File: src/rtl/stack_unit.sv
// ============================================================================
//  Module   : stack_unit
//  Purpose  : Operand stack with PUSH / POP / POP2 / CLEAR over a valid/ready
//             handshake, sticky overflow and underflow flags.
//  Revision : 1.0 - initial release
// ============================================================================
`default_nettype none

module stack_unit #(
    parameter int WIDTH = 8,
    parameter int DEPTH = 8,
    parameter int CW    = $clog2(DEPTH) + 1
) (
    input  logic             clk,
    input  logic             rst_n,
    input  logic             i_cmd_valid,
    input  logic [1:0]       i_cmd_op,
    output logic             o_cmd_ready,
    input  logic [WIDTH-1:0] i_push_data,
    output logic [WIDTH-1:0] o_a_out,
    output logic [WIDTH-1:0] o_b_out,
    output logic             o_done,
    output logic [CW-1:0]    o_count,
    output logic             o_empty,
    output logic             o_full,
    output logic             o_err_ovf,
    output logic             o_err_udf
);

    localparam logic [1:0]    c_op_push  = 2'b00;
    localparam logic [1:0]    c_op_pop   = 2'b01;
    localparam logic [1:0]    c_op_pop2  = 2'b10;
    localparam logic [1:0]    c_op_clear = 2'b11;
    localparam logic [CW-1:0] c_one      = CW'(1);
    localparam logic [CW-1:0] c_two      = CW'(2);
    localparam logic [CW-1:0] c_full     = CW'(DEPTH);

    typedef enum logic [0:0] {
        S_IDLE   = 1'b0,
        S_POP2_B = 1'b1
    } state_t;

    state_t             r_state;
    logic [CW-1:0]      r_sp;
    logic [WIDTH-1:0]   r_mem [DEPTH];
    logic [WIDTH-1:0]   r_a;
    logic [WIDTH-1:0]   r_b;
    logic               r_done;
    logic               r_ovf;
    logic               r_udf;

    logic               w_accept;
    logic               w_full;
    logic [CW-1:0]      w_sp_m1;
    logic [WIDTH-1:0]   w_top;

    assign w_accept = i_cmd_valid && (r_state == S_IDLE);
    assign w_full   = (r_sp == c_full);
    assign w_sp_m1  = r_sp - c_one;
    assign w_top    = r_mem[w_sp_m1[CW-2:0]];

    // Storage is deliberately left out of reset.
    always_ff @(posedge clk) begin
        if (w_accept && (i_cmd_op == c_op_push) && !w_full) begin
            r_mem[r_sp[CW-2:0]] <= i_push_data;
        end
    end

    always_ff @(posedge clk or negedge rst_n) begin
        if (!rst_n) begin
            r_state <= S_IDLE;
            r_sp    <= '0;
            r_a     <= '0;
            r_b     <= '0;
            r_done  <= 1'b0;
            r_ovf   <= 1'b0;
            r_udf   <= 1'b0;
        end else begin
            r_done <= 1'b0;
            case (r_state)
                S_IDLE: begin
                    if (w_accept) begin
                        r_done <= 1'b1;
                        case (i_cmd_op)
                            c_op_push: begin
                                if (!w_full) r_sp  <= r_sp + c_one;
                                else         r_ovf <= 1'b1;
                            end
                            c_op_pop: begin
                                if (r_sp != '0) begin
                                    r_a  <= w_top;
                                    r_sp <= w_sp_m1;
                                end else begin
                                    r_udf <= 1'b1;
                                end
                            end
                            c_op_pop2: begin
                                // Second operand is fetched in S_POP2_B; done waits for it.
                                if (r_sp >= c_two) begin
                                    r_a     <= w_top;
                                    r_sp    <= w_sp_m1;
                                    r_done  <= 1'b0;
                                    r_state <= S_POP2_B;
                                end else begin
                                    r_udf <= 1'b1;
                                end
                            end
                            c_op_clear: begin
                                r_sp  <= '0;
                                r_ovf <= 1'b0;
                                r_udf <= 1'b0;
                            end
                            default: ;
                        endcase
                    end
                end
                S_POP2_B: begin
                    r_b     <= w_top;
                    r_sp    <= w_sp_m1;
                    r_done  <= 1'b1;
                    r_state <= S_IDLE;
                end
                default: r_state <= S_IDLE;
            endcase
        end
    end

    assign o_cmd_ready = (r_state == S_IDLE);
    assign o_a_out     = r_a;
    assign o_b_out     = r_b;
    assign o_done      = r_done;
    assign o_count     = r_sp;
    assign o_empty     = (r_sp == '0);
    assign o_full      = w_full;
    assign o_err_ovf   = r_ovf;
    assign o_err_udf   = r_udf;

endmodule

`default_nettype wire
File: config.mk
export PLATFORM = sky130hd
export DESIGN_NAME = stack_unit
export DESIGN_NICKNAME = d
export VERILOG_FILES = /design/src/rtl/stack_unit.sv
export SDC_FILE = /design/constraint.sdc
export NUM_CORES = 1
export LEC_CHECK = 0
export ABC_AREA = 1
export CAP_MARGIN = 40
export CORE_MARGIN = 5
export CORE_UTILIZATION = 50
export DETAILED_ROUTE_END_ITERATION = 6
export GPL_TIMING_DRIVEN = 0
export PLACE_DENSITY = 0.79
export SLEW_MARGIN = 20
export SYNTH_ARGS = -nofsm -noshare
export SYNTH_HDL_FRONTEND = slang
export SYNTH_SLANG_ARGS = --single-unit
File: constraint.sdc
create_clock -name clk -period 7.6 [get_ports clk]
set_clock_uncertainty 0.15 [all_clocks]
set_input_delay 0.76 -clock clk [delete_from_list [all_inputs] [get_ports clk]]
set_output_delay 0.76 -clock clk [all_outputs]
set_load 0.02 [all_outputs]
==> results of run 1 <==
## stage by stage
stage	power [mW]	hold slack, ns	worst slack [ns]
final	1.79	0.333	4.00
after global routing	1.91	0.361	3.84
after CTS	1.79	0.338	4.00
after detailed placement	1.51	0.315	4.41
after global placement	1.48	0.312	3.84
after floorplan	1.19	0.314	4.70
## final timing paths
check                            from     endpoint  depth (start not counted)
min in group asynchronous       rst_n   o_b_out[2]                          1
max                        o_count[0]       o_full                         10
max reg2reg                o_count[0]  r_mem[2][4]                         10
min                        o_b_out[0]   o_b_out[0]                          2
min reg2reg                o_b_out[0]   o_b_out[0]                          2
max in group asynchronous       rst_n   o_b_out[5]                          2
## state kept, by name (all words and copies together) (netlist names)
register / count
o_err_udf: 1
o_count: 4
o_b_out: 8
r_state: 1
o_err_ovf: 1
o_done: 1
o_a_out: 8
r_mem: 64
## cell usage after synthesis, drive strengths merged
library cell and n:
nor3 3, buf 14, ha 8, a21oi 3, nand3 44, nand2 185
or2 1, dfrtp 24, o22ai 1, inv 84, nand4 6, nor2 19
edfxtp 64, nor4 1, clkbuf 1, o21ai 3
## tightest hold or removal path, stage by stage (launching register included)
cell     delay (ns)
dfrtp_1        0.35
nand2_1        0.06
nand2_1        0.05
## metal layers
metal | track usage | vias to the layer above | routed length (µm)
met1 | 0.235 | 1421 | 3800
li1 | - | 1543 | -
met4 | 0.0910 | 0 | 222
met5 | 0 | - | 0
met2 | 0.299 | 133 | 4290
met3 | 0.0269 | 17 | 706
## power groups by stage
stage          Sequential (mW)  Clock [mW]  Combinational, mW
5_1_grt                  0.629       0.306              0.973
2_1_floorplan            0.689           0              0.503
6_report                 0.620       0.283              0.892
4_1_cts                  0.621       0.288              0.883
3_5_place_dp             0.631           0              0.877
3_3_place_gp             0.628           0              0.850
## final cells by class
cell class                 instances  area [µm²]  share of cell area
buffer                            15        97.6              0.0198
clock buffer                       9         124              0.0252
clock inverter                     7        47.5             0.00967
inverter                          84         318              0.0646
multi-input combinational        274        1240               0.253
sequential                        88        2520               0.513
tap                              105         131              0.0267
timing repair buffer              44         433              0.0880
## cells by family after synthesis
family	count (synthesis)	synth area share
buffers and inverters	99	0.0998
AO/OA/AOI/OAI	7	0.00872
flip-flops	88	0.606
adder cells (fa/ha/maj)	8	0.0241
AND/OR/NAND/NOR	259	0.261
==> impl_results.md, run 1 <==
- Status: finished clean
- Flip-flop and latch count after synthesis: 88
- Nets: approximately 540
- Placed cell areas: ~0.0047 mm²
- R2r setup slk: between 4 and 5 ns
- Synth-to-layout area growth: 18.2%
- DRT Wirelength: between 9 and 10 mm
- Fin area: 0.00492 mm²
- Root cell of the clock tree: clkbuf_8
- Cell Area, Synth: 0.00416 mm²
- CP Buf/Inv Count: 7
- Register area share after synthesis: 0.606
- CTS buffer count: 9
- Hold crit path type: flip-flop to flip-flop
- Comb power frac: 0.497
- Die area: a little over 0.01 mm²
- IO buf count: 38
- Top-area cell type share of the netlist area: 0.462
- Yosys cell types: 24
- Filler cell count: between 600 and 700
- TritonCTS clock tree: built
- Post-route ant nets: 0
- First-pass GRT wire length: 14.0 mm
- Initial antenna violation count: 0
- Sw Share: 0.435
- Inserted Diodes: 0
- Largest net degree at the start of global routing: 16
- Most common cell after layout, fill and taps aside: nand2_1
- Clk_lat worst skew: approximately 0.36 ns
- Top cells by area, synth: edfxtp_1 (46%), nand2_1 (16%), dfrtp_1 (14%)
- Int Pwr: 1.01 mW
- Vias: between 3000 and 4000
- Finished Core Util: 0.601
- Final Hold Viols: 0
- Die height: roughly 100 µm
- Clk buf depth: 2
- Post-Syn Instances: 461
- Worst Tran Pin Value: 0.809 ns
- Max-cap violations: 0
- Slew headroom: 0.459
- Overall routing resource usage: 0.182
- Max VDD drop: 0.138 mV
- Hold Buf Count CTS: 0
- Final setup vio count: 0
- DR DRC count: 0
- DRT iter0 DRCs: 204
- Post-CTS resize count: 0
- RSZ-0062 raised after global routing: no
- Setup CP Type: flip-flop to output pin
- Worst-path cell chain: buf_6 -> inv_2 -> buf_6 -> buf_6 -> ha_1 -> inv_2 -> nor2_2 -> nand2_1 -> inv_1 -> clkdlybuf4s50_1
- Crit-path slowest cell: clkdlybuf4s50_1
- CP endpoint kind: output pin
- Clk slew on worst S/H paths: ~0.080 ns
- Net switching power: just under 0.8 mW
- Pre-antenna DRT Iters: 5
- WL per Instance: roughly 14 µm
- F_max: 0.278 GHz
- Tmin final: about 3.6 ns
- Share of layout cells above drive strength 1: 0.111
- Core footprint: about 0.008 mm²
- Synth Warn #: 0
- Crit path max-delay family: buffers and inverters
- Setup TNS after final layout: 0 ns
- FP Rows: 33
- Syn avg cell area: 9.02 µm²
- P_leak: between 2 and 2.5 nW
- Post-DP HPWL: just over 6 mm
- Power share of the clock group: 0.158
- H-tree Lvls: 3
- Die X: about 100 µm
- Post-CTS Repair Setup Buffers: 0
- CTS sink count: approximately 90
- Post-Layout Cell Count: 626
- Final slew viol count: 0
- Worst Path Max Fanout: 11
- Initial Util: 0.509
- Sequential share of power: 0.345
- Worst endpoint required time: approximately 6.7 ns
- Worst Path Arrival: ~2.7 ns
- Synth area leader: edfxtp_1
- Post-synthesis net count: roughly 480
- Most frequent cells in the layout: nand2_1 (180), inv_1 (76), edfxtp_1 (64)
- Via-per-instance ratio: a little under 5
- Crit-path max cell delay: 0.59 ns
- Vias in the first global route: about 2900
- Pwr Density: around 360 mW/mm²
- Placed insts: between 600 and 700
- Setup crit start kind: flip-flop
- Final Cycle Share: 0.474
- Placer Congestion: a little under 0.9
- Most Frequent Cell on Critical Path: buf_6
- IO Pins: 39
- Gr ovfl total: 0
(Power assumes the default switching activity.)
==> inputs of run 2 (changes only) <==
- PLACE_DENSITY: 0.79 -> 0.82
- clock period: 7.6 -> 2.9 ns (I/O delays scaled with it)
==> impl_results.md, run 2 (same netlist as run 1, synthesis figures left out) <==
- First-pass GRT wire length: 14.8 mm
- Gr ovfl total: 0
- Die height: around 100 µm
- CP endpoint kind: flip-flop
- Largest net degree at the start of global routing: 17
- Inserted Diodes: 0
- Slew headroom: 0.453
- Net switching power: between 2 and 2.5 mW
- Final setup vio count: 0
- Share of layout cells above drive strength 1: 0.117
- Tmin final: roughly 2.8 ns
- DR DRC count: 0
- IO buf count: 38
- P_leak: 2.37 nW
- Clk_lat worst skew: around 0.37 ns
- WL per Instance: around 15 µm
- Sw Share: 0.431
- Post-route ant nets: 0
- Die X: ~100 µm
- Power share of the clock group: 0.171
- Placed insts: roughly 610
- H-tree Lvls: 3
- Initial antenna violation count: 0
- Final Cycle Share: 0.965
- Hold crit path type: primary input to asynchronous set/reset pin
- Setup CP Type: flip-flop to flip-flop
- Die area: between 0.01 and 0.015 mm²
- Post-CTS Repair Setup Buffers: 0
- Hold Buf Count CTS: 0
- Post-Layout Cell Count: 625
- Post-DP HPWL: ~6.4 mm
- Setup crit start kind: flip-flop
- Root cell of the clock tree: clkbuf_8
- Placer Congestion: between 0.8 and 0.9
- Final slew viol count: 0
- Post-CTS resize count: 2
- Synth-to-layout area growth: 18.5%
- CTS sink count: 88
- Int Pwr: about 2.7 mW
- Vias: about 3100
- TritonCTS clock tree: built
- CTS buffer count: 9
- Status: finished clean
- Worst hold slack: between 0.1 and 0.15 ns
- Core footprint: ~0.008 mm²
- DRT iter0 DRCs: 212
- Pwr Density: around 970 mW/mm²
- Clk buf depth: 2
- Finished Core Util: 0.603
- Vias in the first global route: approximately 3100
- Via-per-instance ratio: slightly above 5
- Setup TNS after final layout: 0 ns
- Clk slew on worst S/H paths: 0.09 ns
- Max reg flops: 64
- Max-cap violations: 0
- Worst Tran Pin Value: roughly 0.8 ns
- F_max: 0.357 GHz
- Most frequent cells in the layout: nand2_1 (180), inv_1 (76), edfxtp_1 (64)
- Overall routing resource usage: 0.191
- Initial Util: 0.509
- Most common cell after layout, fill and taps aside: nand2_1
- FP Rows: 33
- Sequential share of power: 0.341
- Max VDD drop: about 0.37 mV
- DRT Wirelength: ~9.2 mm
- Worst Path Max Fanout: 11
- Worst Path Arrival: about 2.7 ns
- Final Hold Viols: 0
- Pre-antenna DRT Iters: 4
- RSZ-0062 raised after global routing: yes
- Worst endpoint required time: between 2 and 3 ns
- IO Pins: 39
- Nets: between 500 and 600
- Comb power frac: 0.487
## run 2: power groups by stage
stage | sequential [mW] | clock (mW) | combinational (mW)
CTS | 1.63 | 0.820 | 2.30
detailed placement | 1.66 | 0 | 2.28
finish | 1.63 | 0.816 | 2.32
floorplan | 1.81 | 0 | 1.32
global route | 1.66 | 0.869 | 2.55
global placement | 1.65 | 0 | 2.21
## run 2: critical path: stages, from the launching register on
cell	delay [ns]
dfrtp_1	0.40
buf_6	0.17
inv_2	0.06
buf_6	0.15
buf_6	0.15
ha_2	0.23
inv_2	0.06
nor2_2	0.05
nand2_1	0.10
nand3_1	0.22
nor4_2	0.44
buf_2	0.32
## run 2: layout make-up
cell class | count | area (µm²)
plain buffers | 15 | 97.6
clock buffers | 11 | 153
clock inverters | 5 | 38.8
fillers | 675 | 3250
inverters | 84 | 318
multi-input cells | 274 | 1250
flip-flops and latches | 88 | 2520
well taps | 105 | 131
repair buffers | 43 | 417
## run 2: final timing paths
check / start / endpoint / slack (ns) / cells after the start
min: rst_n / o_b_out[2] / 0.15 / 1
min in group clk: o_b_out[0] / o_b_out[0] / 0.34 / 2
max reg2reg: o_count[0] / r_mem[1][4] / 0.10 / 11
min reg2reg: o_b_out[0] / o_b_out[0] / 0.34 / 2
max in group asynchronous: rst_n / o_a_out[0] / 1.95 / 2
max: o_count[0] / r_mem[1][4] / 0.10 / 11
## run 2: metrics by stage
step           setup WS, ns  cell area [µm²]  power [mW]
2_1_floorplan       0.00101             4160        3.13
6_report              0.102             4930        4.76
3_3_place_gp         -0.678             4670        3.86
5_1_grt             -0.0353             4930        5.08
4_1_cts              0.0950             4910        4.75
3_5_place_dp         0.0360             4720        3.94
## run 2: per-layer routing
| layer | share of wire | global-route usage | vias up |
|---|---|---|---|
| met5 | 0 | 0 | - |
| met4 | 0.026 | 0.0869 | 0 |
| met3 | 0.086 | 0.0344 | 20 |
| met2 | 0.49 | 0.323 | 128 |
| met1 | 0.40 | 0.239 | 1453 |
| li1 | - | - | 1541 |
